File: config.mk
export PLATFORM = sky130hd
export DESIGN_NAME = seq_frame_tx
export DESIGN_NICKNAME = d
export VERILOG_FILES = /design/src/rtl/seq_frame_tx.sv
export SDC_FILE = /design/constraint.sdc
export NUM_CORES = 1
export LEC_CHECK = 0
export ABC_AREA = 0
export CORE_MARGIN = 1
export CORE_UTILIZATION = 57
export CTS_CLUSTER_DIAMETER = 120
export DETAILED_ROUTE_END_ITERATION = 10
export GPL_ROUTABILITY_DRIVEN = 0
export GPL_TIMING_DRIVEN = 1
export PLACE_DENSITY_LB_ADDON = 0.15
export REMOVE_ABC_BUFFERS = 1
export SLEW_MARGIN = 15
export SYNTH_ARGS = -nofsm -noshare
export SYNTH_HDL_FRONTEND = slang
export SYNTH_SLANG_ARGS = --single-unit
export TNS_END_PERCENT = 5
File: constraint.sdc
create_clock -name clk -period 6 [get_ports clk]
set_clock_uncertainty 0.15 [all_clocks]
set_input_delay 1.2 -clock clk [delete_from_list [all_inputs] [get_ports clk]]
set_output_delay 1.2 -clock clk [all_outputs]
set_load 0.05 [all_outputs]
File: src/rtl/seq_frame_tx.sv
// Serial frame transmitter: each accepted word goes out as SYNC_PAT, the payload MSB-first,
// then GAP_BITS zero bits, one bit per clk on tx_bit.
module seq_frame_tx #(
   parameter int                DATA_W   = 8,
   parameter int                SYNC_W   = 4,
   parameter logic [SYNC_W-1:0] SYNC_PAT = 4'b1001,
   parameter int                GAP_BITS = 2
) (
   input  logic              clk,
   input  logic              rst_n,
   input  logic              in_valid,
   input  logic [DATA_W-1:0] in_data,
   output logic              in_ready,
   output logic              tx_bit,
   output logic              tx_en,
   output logic              frame_done
);

   localparam int MAX_SD  = (SYNC_W > DATA_W) ? SYNC_W : DATA_W;
   localparam int MAX_LEN = (MAX_SD > GAP_BITS) ? MAX_SD : GAP_BITS;
   localparam int CNT_W   = $clog2(MAX_LEN + 1);
   localparam int SH_W    = SYNC_W + DATA_W;

   localparam logic [CNT_W-1:0] SYNC_LAST = CNT_W'(SYNC_W - 1);
   localparam logic [CNT_W-1:0] DATA_LAST = CNT_W'(DATA_W - 1);
   localparam logic [CNT_W-1:0] GAP_LAST  = CNT_W'(GAP_BITS - 1);

   typedef enum logic [3:0] {
      S_IDLE = 4'b0001,
      S_SYNC = 4'b0010,
      S_DATA = 4'b0100,
      S_GAP  = 4'b1000
   } state_t;

   state_t            r_state;
   state_t            w_state_next;
   logic [CNT_W-1:0]  r_cnt;
   logic [CNT_W-1:0]  w_cnt_next;
   logic [SH_W-1:0]   r_shift;
   logic [SH_W-1:0]   w_shift_next;
   logic              r_tx_bit;
   logic              r_tx_en;
   logic              r_frame_done;
   logic              w_tx_bit_next;
   logic              w_tx_en_next;
   logic              w_done_next;
   logic              w_ready;
   logic              w_accept;

   // The state register runs one cycle ahead of the registered line outputs,
   // which gives the one-cycle accept-to-first-bit latency.
   assign w_ready  = (r_state == S_IDLE) || ((r_state == S_GAP) && (r_cnt == GAP_LAST));
   assign w_accept = in_valid && w_ready;

   assign in_ready   = w_ready;
   assign tx_bit     = r_tx_bit;
   assign tx_en      = r_tx_en;
   assign frame_done = r_frame_done;

   always_ff @(posedge clk or negedge rst_n) begin
      if (!rst_n) begin
         r_state      <= S_IDLE;
         r_cnt        <= '0;
         r_shift      <= '0;
         r_tx_bit     <= 1'b0;
         r_tx_en      <= 1'b0;
         r_frame_done <= 1'b0;
      end else begin
         r_state      <= w_state_next;
         r_cnt        <= w_cnt_next;
         r_shift      <= w_shift_next;
         r_tx_bit     <= w_tx_bit_next;
         r_tx_en      <= w_tx_en_next;
         r_frame_done <= w_done_next;
      end
   end

   always_comb begin
      w_state_next  = r_state;
      w_cnt_next    = r_cnt;
      w_shift_next  = r_shift;
      w_tx_bit_next = 1'b0;
      w_tx_en_next  = 1'b0;
      w_done_next   = 1'b0;

      case (r_state)
         S_IDLE: begin
            if (w_accept) begin
               w_state_next = S_SYNC;
               w_cnt_next   = '0;
               w_shift_next = {SYNC_PAT, in_data};
            end
         end
         // Sync pattern and payload share one shift register, emitted from its MSB.
         S_SYNC: begin
            w_tx_bit_next = r_shift[SH_W-1];
            w_tx_en_next  = 1'b1;
            w_shift_next  = {r_shift[SH_W-2:0], 1'b0};
            if (r_cnt == SYNC_LAST) begin
               w_state_next = S_DATA;
               w_cnt_next   = '0;
            end else begin
               w_cnt_next = r_cnt + CNT_W'(1);
            end
         end
         S_DATA: begin
            w_tx_bit_next = r_shift[SH_W-1];
            w_tx_en_next  = 1'b1;
            w_shift_next  = {r_shift[SH_W-2:0], 1'b0};
            if (r_cnt == DATA_LAST) begin
               w_state_next = S_GAP;
               w_cnt_next   = '0;
            end else begin
               w_cnt_next = r_cnt + CNT_W'(1);
            end
         end
         S_GAP: begin
            w_tx_en_next = 1'b1;
            if (r_cnt == GAP_LAST) begin
               w_done_next = 1'b1;
               w_cnt_next  = '0;
               if (w_accept) begin
                  w_state_next = S_SYNC;
                  w_shift_next = {SYNC_PAT, in_data};
               end else begin
                  w_state_next = S_IDLE;
               end
            end else begin
               w_cnt_next = r_cnt + CNT_W'(1);
            end
         end
         default: begin
            w_state_next = S_IDLE;
            w_cnt_next   = '0;
            w_shift_next = '0;
         end
      endcase
   end

endmodule

==> results of run 1 <==
[metal layers]
metal / wire length, um / GRT usage, % / vias up
met5: 0 / 0 / -
met4: 30 / 8.00 / 0
met3: 76 / 5.10 / 4
met2: 1100 / 37.5 / 18
met1: 950 / 31.4 / 420
li1: - / - / 403
[per-stage QoR]
stage          utilization, %  hold WS, ns  instances  total power, mW
4_1_cts                  72.6        0.374        138            0.563
6_report                 72.6        0.372        138            0.559
5_1_grt                  72.6        0.397        138            0.595
2_1_floorplan               -        0.310         95            0.417
3_3_place_gp             71.0        0.324        134            0.476
3_5_place_dp             71.0        0.345        134            0.490
[registers in the layout (all words and copies together) (netlist names)]
signal	cells
r_cnt	4
tx_bit	1
frame_done	1
r_state	4
tx_en	1
r_shift	12
[cell families (layout without fill, tap and decap cells)]
kind of cell / Yosys count / in the layout
flops: 23 / 23
buf+inv: 9 / 24
fa+ha+maj: 2 / 2
simple gates: 26 / 26
xor+xnor: 2 / 2
mux: 4 / 4
compound gates: 32 / 32
[area by class of cell]
type / count / area, um^2
inverters: 6 / 22.5
repair buffers: 14 / 140
flip-flops and latches: 23 / 577
clock inverters: 1 / 5.00
fillers: 151 / 494
well taps: 25 / 31.3
multi-input cells: 66 / 509
clock buffers: 3 / 22.5
[power groups by stage]
stage | Sequential (mW) | Clock [mW] | Combinational [mW]
final | 0.243 | 0.0727 | 0.243
after global routing | 0.248 | 0.0802 | 0.266
after CTS | 0.242 | 0.0753 | 0.246
after detailed placement | 0.245 | 0 | 0.244
after global placement | 0.240 | 0 | 0.237
after floorplan | 0.246 | 0 | 0.171
[cell usage in the layout (no fill, tap or decap), types with 2 or more instances in the layout]
master                            netlist  final
sky130_fd_sc_hd__xor2_1                 2      2
sky130_fd_sc_hd__nor4b_1                2      2
sky130_fd_sc_hd__dfrtp_1               22     22
sky130_fd_sc_hd__nor3_1                 2      2
sky130_fd_sc_hd__clkbuf_4               0      3
sky130_fd_sc_hd__a21oi_1                7      7
sky130_fd_sc_hd__mux2i_1                2      2
sky130_fd_sc_hd__nand2_1                2      2
sky130_fd_sc_hd__nor2_1                 6      6
sky130_fd_sc_hd__a22o_1                15     15
sky130_fd_sc_hd__ha_1                   2      2
sky130_fd_sc_hd__nor2b_1                2      2
sky130_fd_sc_hd__inv_1                  6      6
sky130_fd_sc_hd__clkdlybuf4s50_1        0     14
[final timing paths]
path	slack, ns	end	depth (start not counted)	startpoint
worst min register to register	0.37	r_shift[5]$_DFFE_PN0P_	1	r_shift[5]$_DFFE_PN0P_
worst max register to register	3.84	r_shift[5]$_DFFE_PN0P_	4	r_state[2]$_DFFE_PN0P_
min in group asynchronous	1.26	r_state[2]$_DFFE_PN0P_	1	rst_n
worst min-delay path	0.37	r_shift[5]$_DFFE_PN0P_	1	r_shift[5]$_DFFE_PN0P_
max in group asynchronous	3.84	r_shift[7]$_DFFE_PN0P_	1	rst_n
worst max-delay path	2.01	in_ready	6	r_cnt[1]$_DFFE_PN0N_
==> results_dict.tcl, run 1 <==
set metrics [dict create \
    outcome "completed" \
    post-route-drc-count 0 \
    clock_path_buffers 2 \
    postSynth.asyncResetShare_pct 100 \
    worstSetupStartpointType "flop" \
    critical_path_arrival_ns 2.64 \
    nets 127 \
    critPathMaxFanout 5 \
    synth-compound-area-share_pct 21.4 \
    routed_vias 845 \
    cts-htree-levels 1 \
    final_min_period_over_clock_period_pct 66.5 \
    post_synth.cell_area_avg_um2 11.6 \
    design.core.area_mm2 0.00180 \
    drive_above_1_share_pct 10.6 \
    synthMuxAreaShare_pct 4.07 \
    die_height_um 46.7 \
    yosys.area_share.xor_xnor_pct 1.54 \
    grt_remaining_overflow 0 \
    power_leakage_nw 0.601 \
    floorplan.io_pins 15 \
    layout-area-overhead-vs-synth_pct 14.8 \
    power.density_mw_per_mm2 427 \
    totalNegativeSetupSlack_ns 0 \
    critical_path.top_delay_family "buffers and inverters" \
    tritoncts.num_buffers 3 \
    timing.final.ws_setup_ns 2.01 \
    detailed_place.area_mm2 0.00128 \
    power_frac_seq_pct 43.5 \
    vdd_drop_max_mv 0.265 \
    netlist_instances 98 \
    report.final.setup_viol 0 \
    final_max_slew_viol_count 0 \
    cts_root_buf "sky130_fd_sc_hd__clkbuf_4" \
    clkTransAtPathRegs_ns 0.12 \
    max_capacitance_violation_count 0 \
    number_of_global_route_vias_before_repair 800 \
    die_width_um 46.7 \
    switch_share_pct 40.4 \
    synth_simple_gate_area_share_pct 15.5 \
    number_of_warning_messages_in_the_yosys_log 0 \
    synth_cell_type_count 40 \
    grt_max_degree 24 \
    synth_sequential_area_ratio_pct 50.7 \
    routed_via_density 6.12 \
    worst-endpoint-required_ns 4.65 \
    worst_slew_margin_rel_pct 33.4 \
    n_antenna_cell 0 \
    area_leader_netlist "sky130_fd_sc_hd__dfrtp_1" \
    worst-slew-pin-transition_ns 0.996 \
    yosys.area_share.adder_pct 2.20 \
    cts.repair.resized 0 \
    netlist_area_mm2 0.00114 \
    post_drt_wl_per_cell_um 15.6 \
    portBuffers 14 \
    wl_mm 2.16 \
    final-hold-violation-count 0 \
    cp-end-kind "output port" \
    post-route-min-period_ns 3.99 \
    most_used_standard_cell_by_instance_count_after_synthesis "sky130_fd_sc_hd__dfrtp_1" \
    power.switching_mw 0.226 \
    groute.usage.overall_pct 23.5 \
    worstPathCellList "inv_1 > ha_1 > nor3b_1 > a21oi_1 > nor3_1 > clkdlybuf4s50_1" \
    cts_hold_buf 0 \
    critical_path.max_stage_delay_ns 0.84 \
    dominant_combinational_cell_family_by_area_after_synthesis "compound AO/OA/AOI/OAI gates" \
    floorplan.initialDensity_pct 63.2 \
    rsz_0062_raised_after_global_routing "false" \
    fp-row-count 15 \
    synthTopCellsByCount "sky130_fd_sc_hd__dfrtp_1, sky130_fd_sc_hd__a22o_1, sky130_fd_sc_hd__a21oi_1" \
    cts_tree "built" \
    die_area_mm2 0.00218 \
    drtPass1Iterations 4 \
    crit_path_top_delay_cell "sky130_fd_sc_hd__clkdlybuf4s50_1" \
    clock-sinks 23 \
    worst-setup-path-type "reg -> out" \
    detail_route.iter0.violations 10 \
    hpwlAfterDp_mm 1.59 \
    preCtsSetupSlack_ns 2.37 \
    drtAntennaViolNets 0 \
    power.combinational.fraction_pct 43.5 \
    clockPowerShare_pct 13.0 \
    buffers_and_inverters_on_the_worst_path 2 \
    antenna_found_initial 0 \
    post-cts-setup-buffers 0 \
    synth_enable_flop_cells 0 \
    dominantRegCellSynth "sky130_fd_sc_hd__dfrtp_1" \
    clk-insertion-delay-late_ns 0.32 \
    synth.top_cells.by_area "sky130_fd_sc_hd__dfrtp_1, sky130_fd_sc_hd__a22o_1, sky130_fd_sc_hd__a21oi_1, sky130_fd_sc_hd__dfstp_2, sky130_fd_sc_hd__ha_1" \
    hold_class "reg -> reg" \
    ys_ff_latch 23 \
    synth_top_area_share_pct 48.4 \
    max_clock_freq_mhz 251 \
    finalInstanceArea_mm2 0.00131 \
    grt_pass1_wl_mm 3.53 \
    power_report.internal_total_mw 0.333 \
]
Power figures use the tool's default switching activity.
==> inputs of run 2 (changes only) <==
--- a/config.mk
+++ b/config.mk
@@ -7,7 +7,7 @@
 export LEC_CHECK = 0
 export ABC_AREA = 0
 export CORE_MARGIN = 1
-export CORE_UTILIZATION = 57
+export CORE_UTILIZATION = 48
 export CTS_CLUSTER_DIAMETER = 120
 export DETAILED_ROUTE_END_ITERATION = 10
 export GPL_ROUTABILITY_DRIVEN = 0
==> constraint.sdc (replaced) <==
create_clock -name clk -period 3.2 [get_ports clk]
set_clock_uncertainty 0.15 [all_clocks]
set_input_delay 0.64 -clock clk [delete_from_list [all_inputs] [get_ports clk]]
set_output_delay 0.64 -clock clk [all_outputs]
set_load 0.05 [all_outputs]
==> run 2 against run 1 <==
Effect of this change: clock power is 77% higher; register-to-register slack worse by 2.8 ns; worst setup slack worse by 1.6 ns; cell count is 2.9% higher; sequential share of layout area is 0.29 points lower; total power is 84% higher; die area is 18% higher; via count is 2.7% lower.
==> results_dict.tcl, run 2 (same netlist as run 1, synthesis figures left out) <==
set metrics [dict create \
    tritoncts.num_buffers 3 \
    post-cts-setup-buffers 0 \
    registers.top_by_ff_count "r_shift" \
    power.density_mw_per_mm2 781 \
    drtAntennaViolNets 0 \
    hold_class "reg -> reg" \
    most_frequent_standard_cell_in_the_layout_excluding_fill_and_tap_cells "sky130_fd_sc_hd__dfrtp_1" \
    die_area_mm2 0.00257 \
    cp_num_cells 6 \
    worstSetupStartpointType "flop" \
    die_width_um 50.7 \
    floorplan.initialDensity_pct 51.0 \
    worst-endpoint-required_ns 2.41 \
    critical_path_arrival_ns 2.01 \
    routed_via_density 5.79 \
    hold_path_depth 2 \
    totalNegativeSetupSlack_ns 0 \
    antenna_found_initial 0 \
    detail_route.iter0.violations 11 \
    hpwlAfterDp_mm 1.47 \
    cts_tree "built" \
    floorplan.io_pins 15 \
    groute.usage.overall_pct 18.6 \
    highest_count_cells_in_the_layout_ignoring_fill_and_taps "sky130_fd_sc_hd__dfrtp_1, sky130_fd_sc_hd__a22o_1, sky130_fd_sc_hd__clkdlybuf4s50_1" \
    reg2reg_setup_slack_ns 1.09 \
    outcome "completed" \
    final-hold-violation-count 0 \
    critical_path.max_stage_delay_ns 0.47 \
    final_max_slew_viol_count 0 \
    worstPathCellList "inv_1 > ha_1 > nor3b_1 > a21oi_1 > nor3_1 > buf_4" \
    number_of_global_route_vias_before_repair 800 \
    cts.repair.resized 0 \
    clock-sinks 23 \
    design.core.area_mm2 0.00223 \
    buffers_and_inverters_on_the_worst_path 2 \
    largest_reg_flops 12 \
    clk-insertion-delay-late_ns 0.31 \
    placedCellCount 138 \
    cts-htree-levels 1 \
    wl_mm 2.04 \
    worst-setup-path-type "reg -> out" \
    drtPass1Iterations 4 \
    rsz_0062_raised_after_global_routing "false" \
    layoutNonFillerInstCount 142 \
    portBuffers 14 \
    die_height_um 50.7 \
    worstRegToRegCells 4 \
    post-route-drc-count 0 \
    n_antenna_cell 0 \
    layout-area-overhead-vs-synth_pct 15.6 \
    power_leakage_nw 0.607 \
    cts_root_buf "sky130_fd_sc_hd__clkbuf_4" \
    worst-slew-pin-transition_ns 0.600 \
    largest_registers "r_shift x12, r_cnt x4, r_state x4" \
    clkTransAtPathRegs_ns 0.13 \
    final_min_period_over_clock_period_pct 87.7 \
    max_capacitance_violation_count 0 \
    preCtsSetupSlack_ns 0.726 \
    grt_max_degree 24 \
    cp-end-kind "output port" \
    grt_pass1_wl_mm 3.61 \
    max_clock_freq_mhz 357 \
    clock_path_buffers 2 \
    post-route-min-period_ns 2.80 \
    fp-row-count 17 \
    critical_path.top_delay_family "simple AND/OR/NAND/NOR gates" \
    worst_slew_margin_rel_pct 59.4 \
    post_drt_wl_per_cell_um 14.3 \
    cts_hold_buf 0 \
    grt_remaining_overflow 0 \
    routed_vias 822 \
    power.total_mw 1.03 \
    nets 128 \
    vdd_drop_max_mv 0.494 \
    critPathMaxFanout 5 \
    report.final.setup_viol 0 \
    finalHoldWorstSlack_ns 0.366 \
    timing.final.ws_setup_ns 0.395 \
    crit_path_top_delay_cell "sky130_fd_sc_hd__nor3b_1" \
    drive_above_1_share_pct 12.3 \
]
==> run 2: cell types whose count changed in the layout (fill, tap and decap cells not counted), sizes merged <==
cell | previous run | this run
buf | 0 | 2
clkdlybuf4s50 | 14 | 13
==> run 2: path summary, 6_finish.rpt <==
kind                                          from                      to
min in group asynchronous                    rst_n  r_state[2]$_DFFE_PN0P_
hold reg to reg            r_shift[11]$_DFFE_PN0P_        tx_bit$_DFF_PN0_
max in group asynchronous                    rst_n  r_state[0]$_DFFE_PN1P_
hold / removal             r_shift[11]$_DFFE_PN0P_        tx_bit$_DFF_PN0_
setup / recovery              r_cnt[1]$_DFFE_PN0N_                in_ready
setup reg to reg            r_state[1]$_DFFE_PN0P_  r_shift[6]$_DFFE_PN0P_
==> run 2: area by class of cell <==
cell class / count / area [um^2]
repair buffers: 15 / 145
well taps: 28 / 35.0
fillers: 204 / 917
multi-input cells: 66 / 509
inverters: 6 / 22.5
clock inverters: 1 / 5.00
clock buffers: 3 / 22.5
flip-flops and latches: 23 / 577
==> run 2: worst reg2reg max path, delay by kind of cell, from the launching register on <==
family	cells	cell delay, ns
AND/OR/NAND/NOR	2	0.84
flip-flops	1	0.49
multiplexers	1	0.35
AO/OA/AOI/OAI	1	0.19
==> run 2: routing by layer <==
metal  track usage [%]  part of all wire, %
met4              4.17                  1.2
met1              27.5                   51
met2              26.4                   44
met3              5.45                  3.8
met5                 0                    0
==> run 2: stage by stage <==
step                area, um^2  utilization [%]
floorplan                 1110                -
global placement          1290             57.7
detailed placement        1290             57.7
CTS                       1320             58.9
global route              1320             58.9
finish                    1320             58.9
==> run 2: report_power, final <==
group | internal [mW] | switching [mW] | total, mW
logic | 0.195 | 0.253 | 0.448
registers | 0.380 | 0.0718 | 0.451
clock network | 0.0467 | 0.0825 | 0.129
==> inputs of run 3 (changes only) <==
--- a/config.mk
+++ b/config.mk
@@ -13,7 +13,6 @@
 export GPL_ROUTABILITY_DRIVEN = 0
 export GPL_TIMING_DRIVEN = 1
 export PLACE_DENSITY_LB_ADDON = 0.15
-export REMOVE_ABC_BUFFERS = 1
 export SLEW_MARGIN = 15
 export SYNTH_ARGS = -nofsm -noshare
 export SYNTH_HDL_FRONTEND = slang
==> run 3 against run 2 <==
Effect of this change: via count grew 3.6%; clock power grew 8%; register-to-register slack lost 0.08 ns; cell area is the same; first-iteration DRC count grew 64%; routed wire length grew 7.4%; cell count is the same; global-route usage grew 0.94 points.
==> results_dict.tcl, run 3 (same netlist as run 1, synthesis figures left out) <==
set metrics [dict create \
    worst-setup-path-type "reg -> out" \
    power_report.internal_total_mw 0.621 \
    rsz_0062_raised_after_global_routing "false" \
    drtAntennaViolNets 0 \
    worstRegToRegCells 6 \
    cts_hold_buf 0 \
    cts-htree-levels 1 \
    detailed_place.area_mm2 0.00129 \
    totalNegativeSetupSlack_ns 0 \
    critical_path_arrival_ns 2.00 \
    worstSetupStartpointType "flop" \
    finalHoldWorstSlack_ns 0.376 \
    worst_slew_margin_rel_pct 57.1 \
    floorplan.initialDensity_pct 51.0 \
    grt_pass1_wl_mm 3.63 \
    tritoncts.num_buffers 3 \
    vdd_drop_max_mv 0.530 \
    wl_mm 2.19 \
    final_max_slew_viol_count 0 \
    outcome "completed" \
    routed_via_density 6.00 \
    post-route-min-period_ns 2.79 \
    worst-endpoint-required_ns 2.41 \
    detail_route.iter0.violations 18 \
    groute.usage.overall_pct 19.5 \
    routed_vias 852 \
    die_area_mm2 0.00257 \
    layout-area-overhead-vs-synth_pct 15.6 \
    grt_remaining_overflow 0 \
    highest_count_cells_in_the_layout_ignoring_fill_and_taps "sky130_fd_sc_hd__dfrtp_1, sky130_fd_sc_hd__a22o_1, sky130_fd_sc_hd__clkdlybuf4s50_1" \
    die_height_um 50.7 \
    hold_class "reg -> reg" \
    power.switching_mw 0.423 \
    power.density_mw_per_mm2 793 \
    design.core.area_mm2 0.00223 \
    clk-insertion-delay-late_ns 0.32 \
    max_clock_freq_mhz 359 \
    clock_path_buffers 2 \
    critPathMaxFanout 5 \
    preCtsSetupSlack_ns 0.775 \
    final_min_period_over_clock_period_pct 87.1 \
    most_frequent_standard_cell_in_the_layout_excluding_fill_and_tap_cells "sky130_fd_sc_hd__dfrtp_1" \
    clkTransAtPathRegs_ns 0.13 \
    power.combinational.fraction_pct 43.4 \
    largest_registers "r_shift x12, r_cnt x4, r_state x4" \
    n_antenna_cell 0 \
    report.final.setup_viol 0 \
    cts.repair.resized 0 \
    drive_above_1_share_pct 12.3 \
    floorplan.io_pins 15 \
    nets 128 \
    post-cts-setup-buffers 0 \
    post-route-drc-count 0 \
    cts_root_buf "sky130_fd_sc_hd__clkbuf_4" \
    hold_path_depth 2 \
    portBuffers 14 \
    syn-num-nets 111 \
    cts_tree "built" \
    fp-row-count 17 \
    timing.final.ws_setup_ns 0.414 \
    final-hold-violation-count 0 \
    max_capacitance_violation_count 0 \
    switch_share_pct 40.5 \
    clockPowerShare_pct 13.3 \
    antenna_found_initial 0 \
    post_drt_wl_per_cell_um 15.4 \
    hpwlAfterDp_mm 1.50 \
    largest_reg_flops 12 \
    number_of_global_route_vias_before_repair 796 \
    power_frac_seq_pct 43.3 \
    registers.top_by_ff_count "r_shift" \
    finalInstanceArea_mm2 0.00132 \
    die_width_um 50.7 \
    worst-slew-pin-transition_ns 0.635 \
    clock-sinks 23 \
    drtPass1Iterations 4 \
    power_leakage_nw 0.607 \
    fillerInstances 196 \
    grt_max_degree 24 \
    cp-end-kind "output port" \
]
==> run 3: cell counts in the layout (fill, tap and decap cells not counted) <==
Identical to the previous run, type by type.
==> run 3: routing by layer <==
metal  up-vias  GRT usage, %  wire [um]
li1        403             -          -
met1       418          25.6        996
met2        27          32.0       1070
met3         4          3.64         96
met4         0          6.94         28
met5         -             0          0
==> run 3: per-stage QoR <==
step	cells	power [mW]	util, %
after floorplan	98	0.812	-
after global placement	138	0.893	57.7
after detailed placement	138	0.908	57.7
after CTS	142	1.05	58.9
after global routing	142	1.12	58.9
final	142	1.04	58.9
==> run 3: worst paths after layout <==
path | start | to | slack, ns
max | r_cnt[1]$_DFFE_PN0N_ | in_ready | 0.41
min | r_shift[8]$_DFFE_PN0P_ | r_shift[8]$_DFFE_PN0P_ | 0.38
max reg2reg | r_cnt[1]$_DFFE_PN0N_ | r_state[2]$_DFFE_PN0P_ | 1.01
min reg2reg | r_shift[8]$_DFFE_PN0P_ | r_shift[8]$_DFFE_PN0P_ | 0.38
max in group asynchronous | rst_n | r_state[0]$_DFFE_PN1P_ | 2.12
min in group asynchronous | rst_n | r_cnt[0]$_DFFE_PN0N_ | 0.50
==> run 3: critical path, cell delays in order (launching register included) <==
cell                      delay, ns
sky130_fd_sc_hd__dfrtp_1       0.42
sky130_fd_sc_hd__inv_1         0.09
sky130_fd_sc_hd__ha_1          0.13
sky130_fd_sc_hd__nor3b_1       0.44
sky130_fd_sc_hd__a21oi_1       0.13
sky130_fd_sc_hd__nor3_1        0.23
sky130_fd_sc_hd__buf_4         0.25
==> run 3: cell type report <==
class	instances	area, um^2	area share, %
Timing Repair Buffer	15	145	11.0
Tap cell	28	35.0	2.66
Clock inverter	1	5.00	0.380
Inverter	6	22.5	1.71
Multi-Input combinational cell	66	509	38.7
Clock buffer	3	22.5	1.71
Sequential cell	23	577	43.8
==> run 3: power groups by stage <==
| stage | logic, mW | registers (mW) | clock network, mW |
|---|---|---|---|
| 3_3_place_gp | 0.443 | 0.451 | 0 |
| 3_5_place_dp | 0.450 | 0.457 | 0 |
| 4_1_cts | 0.455 | 0.451 | 0.138 |
| 2_1_floorplan | 0.351 | 0.461 | 0 |
| 5_1_grt | 0.504 | 0.463 | 0.151 |
| 6_report | 0.453 | 0.452 | 0.139 |
